**config.mk**
```make
export PLATFORM = sky130hd
export DESIGN_NAME = perceptron_arbiter
export DESIGN_NICKNAME = d
export VERILOG_FILES = /design/src/rtl/perceptron_arbiter.sv
export SDC_FILE = /design/constraint.sdc
export NUM_CORES = 1
export LEC_CHECK = 0
export CORE_MARGIN = 2
export CORE_UTILIZATION = 45
export CTS_BUF_LIST = sky130_fd_sc_hd__clkbuf_8
export DETAILED_ROUTE_END_ITERATION = 6
export HOLD_SLACK_MARGIN = 0.05
export PLACE_DENSITY = 0.59
export SYNTH_ARGS = -nofsm -noshare
export SYNTH_HDL_FRONTEND = slang
export SYNTH_SLANG_ARGS = --single-unit
```
**constraint.sdc**
```tcl
create_clock -name clk -period 5 [get_ports clk]
set_clock_uncertainty 0.15 [all_clocks]
set_input_delay 1 -clock clk [delete_from_list [all_inputs] [get_ports clk]]
set_output_delay 1 -clock clk [all_outputs]
set_load 0.05 [all_outputs]
```
**src/rtl/perceptron_arbiter.sv**
```systemverilog
// Two-requester perceptron classifier: grant one job, accumulate 16 weighted feature bits, compare with bias.
// Define PERCEPTRON_ARB_RR_EN for round-robin arbitration; otherwise req0 has fixed priority.
module perceptron_arbiter (
    input  logic       clk,
    input  logic       rst_n,
    input  logic       req0,
    input  logic       req1,
    input  logic [7:0] a0,
    input  logic [7:0] b0,
    input  logic [7:0] a1,
    input  logic [7:0] b1,
    input  logic       ack,
    input  logic       wt_we,
    input  logic [4:0] wt_addr,
    input  logic [7:0] wt_data,
    output logic       gnt0,
    output logic       gnt1,
    output logic       out_valid,
    output logic       out_class,
    output logic       busy
);

    typedef enum logic [1:0] {IDLE, ACCUM, DECIDE, RESP} state_t;

    state_t      state_q, state_d;
    logic [7:0]  weight   [16];
    logic [7:0]  bias;
    logic [7:0]  job_w    [16];
    logic [7:0]  job_bias;
    logic [15:0] operand;
    logic [7:0]  sum;
    logic [3:0]  idx;
    logic        pick1;
    logic        capture;
    logic [8:0]  acc_ext;
    logic [7:0]  sum_next;
    logic [8:0]  decide_ext;
    logic        decide_class;

    assign capture = (state_q == IDLE) && (req0 || req1);
    assign busy    = (state_q != IDLE);

`ifdef PERCEPTRON_ARB_RR_EN
    logic last_winner;

    always_ff @(posedge clk) begin
        if (!rst_n)
            last_winner <= 1'b1;
        else if (capture)
            last_winner <= pick1;
    end

    assign pick1 = req1 && (!req0 || !last_winner);
`else
    assign pick1 = req1 && !req0;
`endif

    always_comb begin
        state_d = state_q;
        case (state_q)
            IDLE:    if (capture) state_d = ACCUM;
            ACCUM:   if (idx == 4'd15) state_d = DECIDE;
            DECIDE:  state_d = RESP;
            RESP:    if (ack) state_d = IDLE;
            default: state_d = IDLE;
        endcase
    end

    always_ff @(posedge clk) begin
        if (!rst_n)
            state_q <= IDLE;
        else
            state_q <= state_d;
    end

    always_comb begin
        acc_ext      = {1'b0, sum} + {1'b0, job_w[idx]};
        sum_next     = sum;
        if (operand[idx])
            sum_next = acc_ext[8] ? 8'hFF : acc_ext[7:0];
        decide_ext   = {1'b0, sum} + {1'b0, job_bias};
        decide_class = (decide_ext > 9'd254);
    end

    // The job runs on a snapshot so a write committing on the capture edge cannot leak into it.
    always_ff @(posedge clk) begin
        if (!rst_n) begin
            for (int unsigned i = 0; i < 16; i++) begin
                weight[i] <= 8'h80;
                job_w[i]  <= 8'h80;
            end
            bias <= '0;
        end else if (state_q == IDLE) begin
            if (capture) begin
                for (int unsigned i = 0; i < 16; i++)
                    job_w[i] <= weight[i];
            end
            if (wt_we) begin
                if (!wt_addr[4])
                    weight[wt_addr[3:0]] <= wt_data;
                else if (wt_addr == 5'd16)
                    bias <= wt_data;
            end
        end
    end

    always_ff @(posedge clk) begin
        if (!rst_n) begin
            job_bias  <= '0;
            operand   <= '0;
            sum       <= '0;
            idx       <= '0;
            gnt0      <= 1'b0;
            gnt1      <= 1'b0;
            out_valid <= 1'b0;
            out_class <= 1'b0;
        end else begin
            case (state_q)
                IDLE: begin
                    if (capture) begin
                        job_bias <= bias;
                        operand  <= pick1 ? {b1, a1} : {b0, a0};
                        sum      <= '0;
                        idx      <= '0;
                        gnt0     <= !pick1;
                        gnt1     <= pick1;
                    end
                end
                ACCUM: begin
                    sum <= sum_next;
                    idx <= idx + 4'd1;
                end
                DECIDE: begin
                    out_class <= decide_class;
                    out_valid <= 1'b1;
                end
                RESP: begin
                    if (ack) begin
                        out_valid <= 1'b0;
                        gnt0      <= 1'b0;
                        gnt1      <= 1'b0;
                    end
                end
                default: ;
            endcase
        end
    end

endmodule
```
==> impl_metrics.prom <==
# TYPE chip_impl_metric gauge
chip_impl_info{name="cp_cell_sequence",value="buf_4 -> mux4_2 -> mux4_2 -> fa_1 -> a211oi_1 -> o21ai_0 -> a21oi_1 -> o221ai_1 -> a22o_1"} 1
chip_impl_metric{name="cts-root-to-sink-buffers",unit=""} 3
chip_impl_metric{name="fin_crit_sh",unit="%"} 78.5
chip_impl_metric{name="setup_ws",unit="ns"} 1.07
chip_impl_metric{name="max_cap_viol_count",unit=""} 0
chip_impl_metric{name="critical_path_cell_count",unit=""} 9
chip_impl_metric{name="relative_slew_slack",unit="%"} 25.5
chip_impl_metric{name="top_level_ports",unit=""} 56
chip_impl_metric{name="postSynthAreaPerCell",unit="µm²"} 14.4
chip_impl_metric{name="clkSinkCount",unit=""} 310
chip_impl_metric{name="layoutNonFillerInstCount",unit=""} 1451
chip_impl_info{name="crit_slowest_cell",value="sky130_fd_sc_hd__dfxtp_2"} 1
chip_impl_info{name="cp_common_cell",value="sky130_fd_sc_hd__mux4_2"} 1
chip_impl_info{name="worst_hold_path_type",value="register to register"} 1
chip_impl_info{name="run_status",value="finished clean"} 1
chip_impl_metric{name="setup_violations",unit=""} 0
chip_impl_metric{name="area_growth",unit="%"} 15.3
chip_impl_metric{name="finalCoreUtilization",unit="%"} 52.4
chip_impl_metric{name="share_clk_of_total_power",unit="%"} 31.4
chip_impl_metric{name="synth_edf_count",unit=""} 256
chip_impl_metric{name="cts_setup_buffers",unit=""} 0
chip_impl_metric{name="cts-htree-levels",unit=""} 2
chip_impl_metric{name="asyncSetResetFlopFracSynth",unit="%"} 0
chip_impl_metric{name="clk_pin_slew_worst_paths",unit="ns"} 0.06
chip_impl_info{name="critPathTopFamily",value="compound AO/OA/AOI/OAI gates"} 1
chip_impl_metric{name="synth.lib_cells_used.distinct",unit=""} 48
chip_impl_metric{name="wl",unit="µm"} 29000
chip_impl_metric{name="synth.cell_area",unit="mm²"} 0.0134
chip_impl_metric{name="placed_cells",unit=""} 1356
chip_impl_info{name="end_kind",value="register"} 1
chip_impl_metric{name="combinationalPowerShare",unit="%"} 18.1
chip_impl_metric{name="core_region_area",unit="mm²"} 0.0295
chip_impl_metric{name="average_routed_wire_per_standard_cell",unit="µm"} 20.0
chip_impl_metric{name="layout.nets",unit=""} 1094
chip_impl_metric{name="synthDominantCellAreaShare",unit="%"} 57.4
chip_impl_metric{name="setup.reg_to_reg.worst_slack",unit="ns"} 1.07
chip_impl_metric{name="place_hpwl",unit="µm"} 19200
chip_impl_metric{name="cp_data_arrival_time",unit="ns"} 4.22
chip_impl_metric{name="final-hold-violation-count",unit=""} 0
chip_impl_metric{name="via_per_inst",unit=""} 5.16
chip_impl_metric{name="p_sw_share",unit="%"} 28.1
chip_impl_metric{name="crit_fanout",unit=""} 12
chip_impl_metric{name="achievable-frequency",unit="GHz"} 0.255
chip_impl_metric{name="power.density",unit="mW/mm²"} 438
chip_impl_metric{name="place_worst_setup_slack",unit="ns"} 1.06
chip_impl_metric{name="synth-seq-cells",unit=""} 310
chip_impl_metric{name="routed-via-count",unit=""} 7486
chip_impl_metric{name="worst_r2r_path_depth",unit=""} 9
chip_impl_info{name="grt_setup_unrepaired",value="false"} 1
chip_impl_metric{name="portBuffers",unit=""} 55
chip_impl_info{name="worstSetupEndpoint",value="sum[5]"} 1
chip_impl_metric{name="placementRows",unit=""} 63
chip_impl_metric{name="worst_ir_drop_vdd",unit="V"} 0.000265
chip_impl_metric{name="maximum_number_of_pins_on_one_net_before_global_route_repair",unit=""} 65
chip_impl_metric{name="final_layout_size_suffix_gt1_share",unit="%"} 14.7
chip_impl_metric{name="switching_power",unit="W"} 0.00190
chip_impl_metric{name="share_seq_of_total_power",unit="%"} 50.5
chip_impl_metric{name="drc_errors",unit=""} 0
chip_impl_info{name="postSynth.topFlopCell",value="sky130_fd_sc_hd__edfxtp_1"} 1
chip_impl_metric{name="detailedRoute.firstPassIterationCount",unit=""} 4
chip_impl_metric{name="cts_made_buffers",unit=""} 52
chip_impl_metric{name="cts_hold_buffers",unit=""} 0
chip_impl_metric{name="groute.usage.overall",unit="%"} 19.2
chip_impl_metric{name="timing.final.max_slew_violations",unit=""} 0
chip_impl_info{name="crit_path_start_kind",value="register"} 1
chip_impl_info{name="synthDominantAreaCellType",value="sky130_fd_sc_hd__edfxtp_1"} 1
chip_impl_metric{name="setup_tns",unit="ns"} 0
chip_impl_metric{name="die_w",unit="µm"} 177
chip_impl_info{name="synth_area_leaders",value="sky130_fd_sc_hd__edfxtp_1, sky130_fd_sc_hd__and2_1, sky130_fd_sc_hd__dfxtp_1, sky130_fd_sc_hd__mux4_2, sky130_fd_sc_hd__mux2i_1"} 1
chip_impl_metric{name="syn_inst",unit=""} 929
chip_impl_metric{name="worst-path-buf-inv",unit=""} 1
chip_impl_metric{name="die_height",unit="µm"} 177
chip_impl_info{name="timing.rr.end",value="sum[5]"} 1
chip_impl_info{name="clockRootBuffer",value="sky130_fd_sc_hd__clkbuf_8"} 1
chip_impl_metric{name="syn-num-nets",unit=""} 1003
chip_impl_info{name="final_cell_mix",value="sky130_fd_sc_hd__edfxtp_1, sky130_fd_sc_hd__and2_1, sky130_fd_sc_hd__clkbuf_8"} 1
chip_impl_metric{name="number_of_global_route_vias_before_repair",unit=""} 7685
chip_impl_info{name="commonest_non_fill_non_tap_cell_in_the_layout",value="sky130_fd_sc_hd__edfxtp_1"} 1
chip_impl_metric{name="floorplan.initialDensity",unit="%"} 45.5
chip_impl_metric{name="ys_warn_count",unit=""} 0
chip_impl_metric{name="internal_power",unit="W"} 0.00487
chip_impl_metric{name="antenna_found_initial",unit=""} 0
chip_impl_info{name="path_class",value="register to register"} 1
chip_impl_metric{name="ys_seq_area_share",unit="%"} 65.4
chip_impl_metric{name="dieArea",unit="mm²"} 0.0312
chip_impl_metric{name="p_leak",unit="nW"} 5.73
chip_impl_info{name="tritoncts",value="done"} 1
chip_impl_metric{name="grt_remaining_overflow",unit=""} 0
chip_impl_metric{name="data_required_critical_path",unit="ns"} 5.30
chip_impl_metric{name="worst_skew_pair.late_latency",unit="ns"} 0.58
chip_impl_metric{name="grt_pass1_wl",unit="µm"} 44700
chip_impl_metric{name="timing_worst_slew_pin_value",unit="ns"} 1.11
chip_impl_metric{name="drt_iter0_drc",unit=""} 510
chip_impl_metric{name="cts_repair_resize_count",unit=""} 0
chip_impl_metric{name="ant_nets",unit=""} 0
chip_impl_metric{name="post-route-min-period",unit="ns"} 3.93
chip_impl_metric{name="gpl.final_weighted_congestion",unit=""} 0.792
chip_impl_metric{name="diodes",unit=""} 0
chip_impl_metric{name="crit_path_max_incr_delay",unit="ns"} 0.58
[final cells by class]
| cell class | count | area, µm² |
|---|---|---|
| clock inverters | 40 | 221 |
| multi-input cells | 556 | 4380 |
| inverters | 14 | 55.1 |
| well taps | 390 | 488 |
| repair buffers | 86 | 791 |
| clock buffers | 55 | 757 |
| fillers | 2519 | 14000 |
| flip-flops and latches | 310 | 8770 |
[layer usage]
| metal | vias up | track usage, % | wire, µm |
|---|---|---|---|
| met3 | 47 | 3.27 | 1320 |
| met5 | - | 0 | 0 |
| met2 | 181 | 32.4 | 14100 |
| met4 | 0 | 5.34 | 557 |
| met1 | 3661 | 25.8 | 13000 |
| li1 | 3597 | - | - |
[cell usage after synthesis (all sizes together) (2+ instances only)]
master and count:
edfxtp 256, and2 227, dfxtp 54, mux4 44, o21ai 43, nor2 41, clkbuf 40, mux2i 28
nand2 25, or3 22, ha 21, nand2b 18, a22o 14, inv 14, buf 9, a21oi 8
nor3 8, a211oi 7, nand3 7, xnor2 7, o221ai 4, a21o 3, o21a 3, a22oi 2
fa 2, nand3b 2, o21bai 2, o31a 2, or2 2, or4 2
[worst reg2reg max path, delay by kind of cell (launching register included)]
kind | cells | cell delay, ns
adder cells (fa/ha/maj) | 1 | 0.46
buffers and inverters | 1 | 0.28
multiplexers | 2 | 1.04
flip-flops | 1 | 0.58
AO/OA/AOI/OAI | 5 | 1.29
[sequential cells by signal, summed over array words and instances, names as in the netlist, named ones only]
signal / cells
weight: 128
sum: 8
job_bias: 8
operand: 16
out_valid: 1
state_q: 2
out_class: 1
bias: 8
idx: 4
gnt1: 1
gnt0: 1
job_w: 128
[how the worst min path moves through the flow]
stage                      from          end  slack (ns)  depth (start not counted)
finish              operand[11]  operand[11]        0.30                          2
global route         operand[2]   operand[2]        0.31                          2
CTS                  operand[8]   operand[8]        0.30                          2
detailed placement   operand[8]   operand[8]        0.29                          2
global placement     operand[2]   operand[2]        0.28                          2
floorplan            operand[9]   operand[9]        0.27                          2
[metrics by stage]
stage | total power [W] | area [µm²] | hold WS (ns)
6_report | 0.00677 | 15500 | 0.298
4_1_cts | 0.00684 | 15500 | 0.303
3_3_place_gp | 0.00470 | 14500 | 0.281
5_1_grt | 0.00706 | 15500 | 0.315
2_1_floorplan | 0.00425 | 13400 | 0.267
3_5_place_dp | 0.00472 | 14500 | 0.290
[power groups by stage]
stage,registers (W),logic (W),clock network [W]
finish,0.00342,0.00123,0.00212
global route,0.00345,0.00134,0.00227
CTS,0.00342,0.00125,0.00217
detailed placement,0.00347,0.00125,0
global placement,0.00348,0.00123,0
floorplan,0.00341,0.000840,0
[cells by family (layout without fill, tap and decap cells)]
group	after synthesis	in the layout	synth area share, %
simple gates	359	359	15.7
flops	310	310	65.4
compound gates	94	94	4.60
mux	72	72	9.51
buf+inv	63	195	1.97
fa+ha+maj	23	23	2.26
xor+xnor	8	8	0.523
Note: power is estimated with default switching activity, not from simulation.
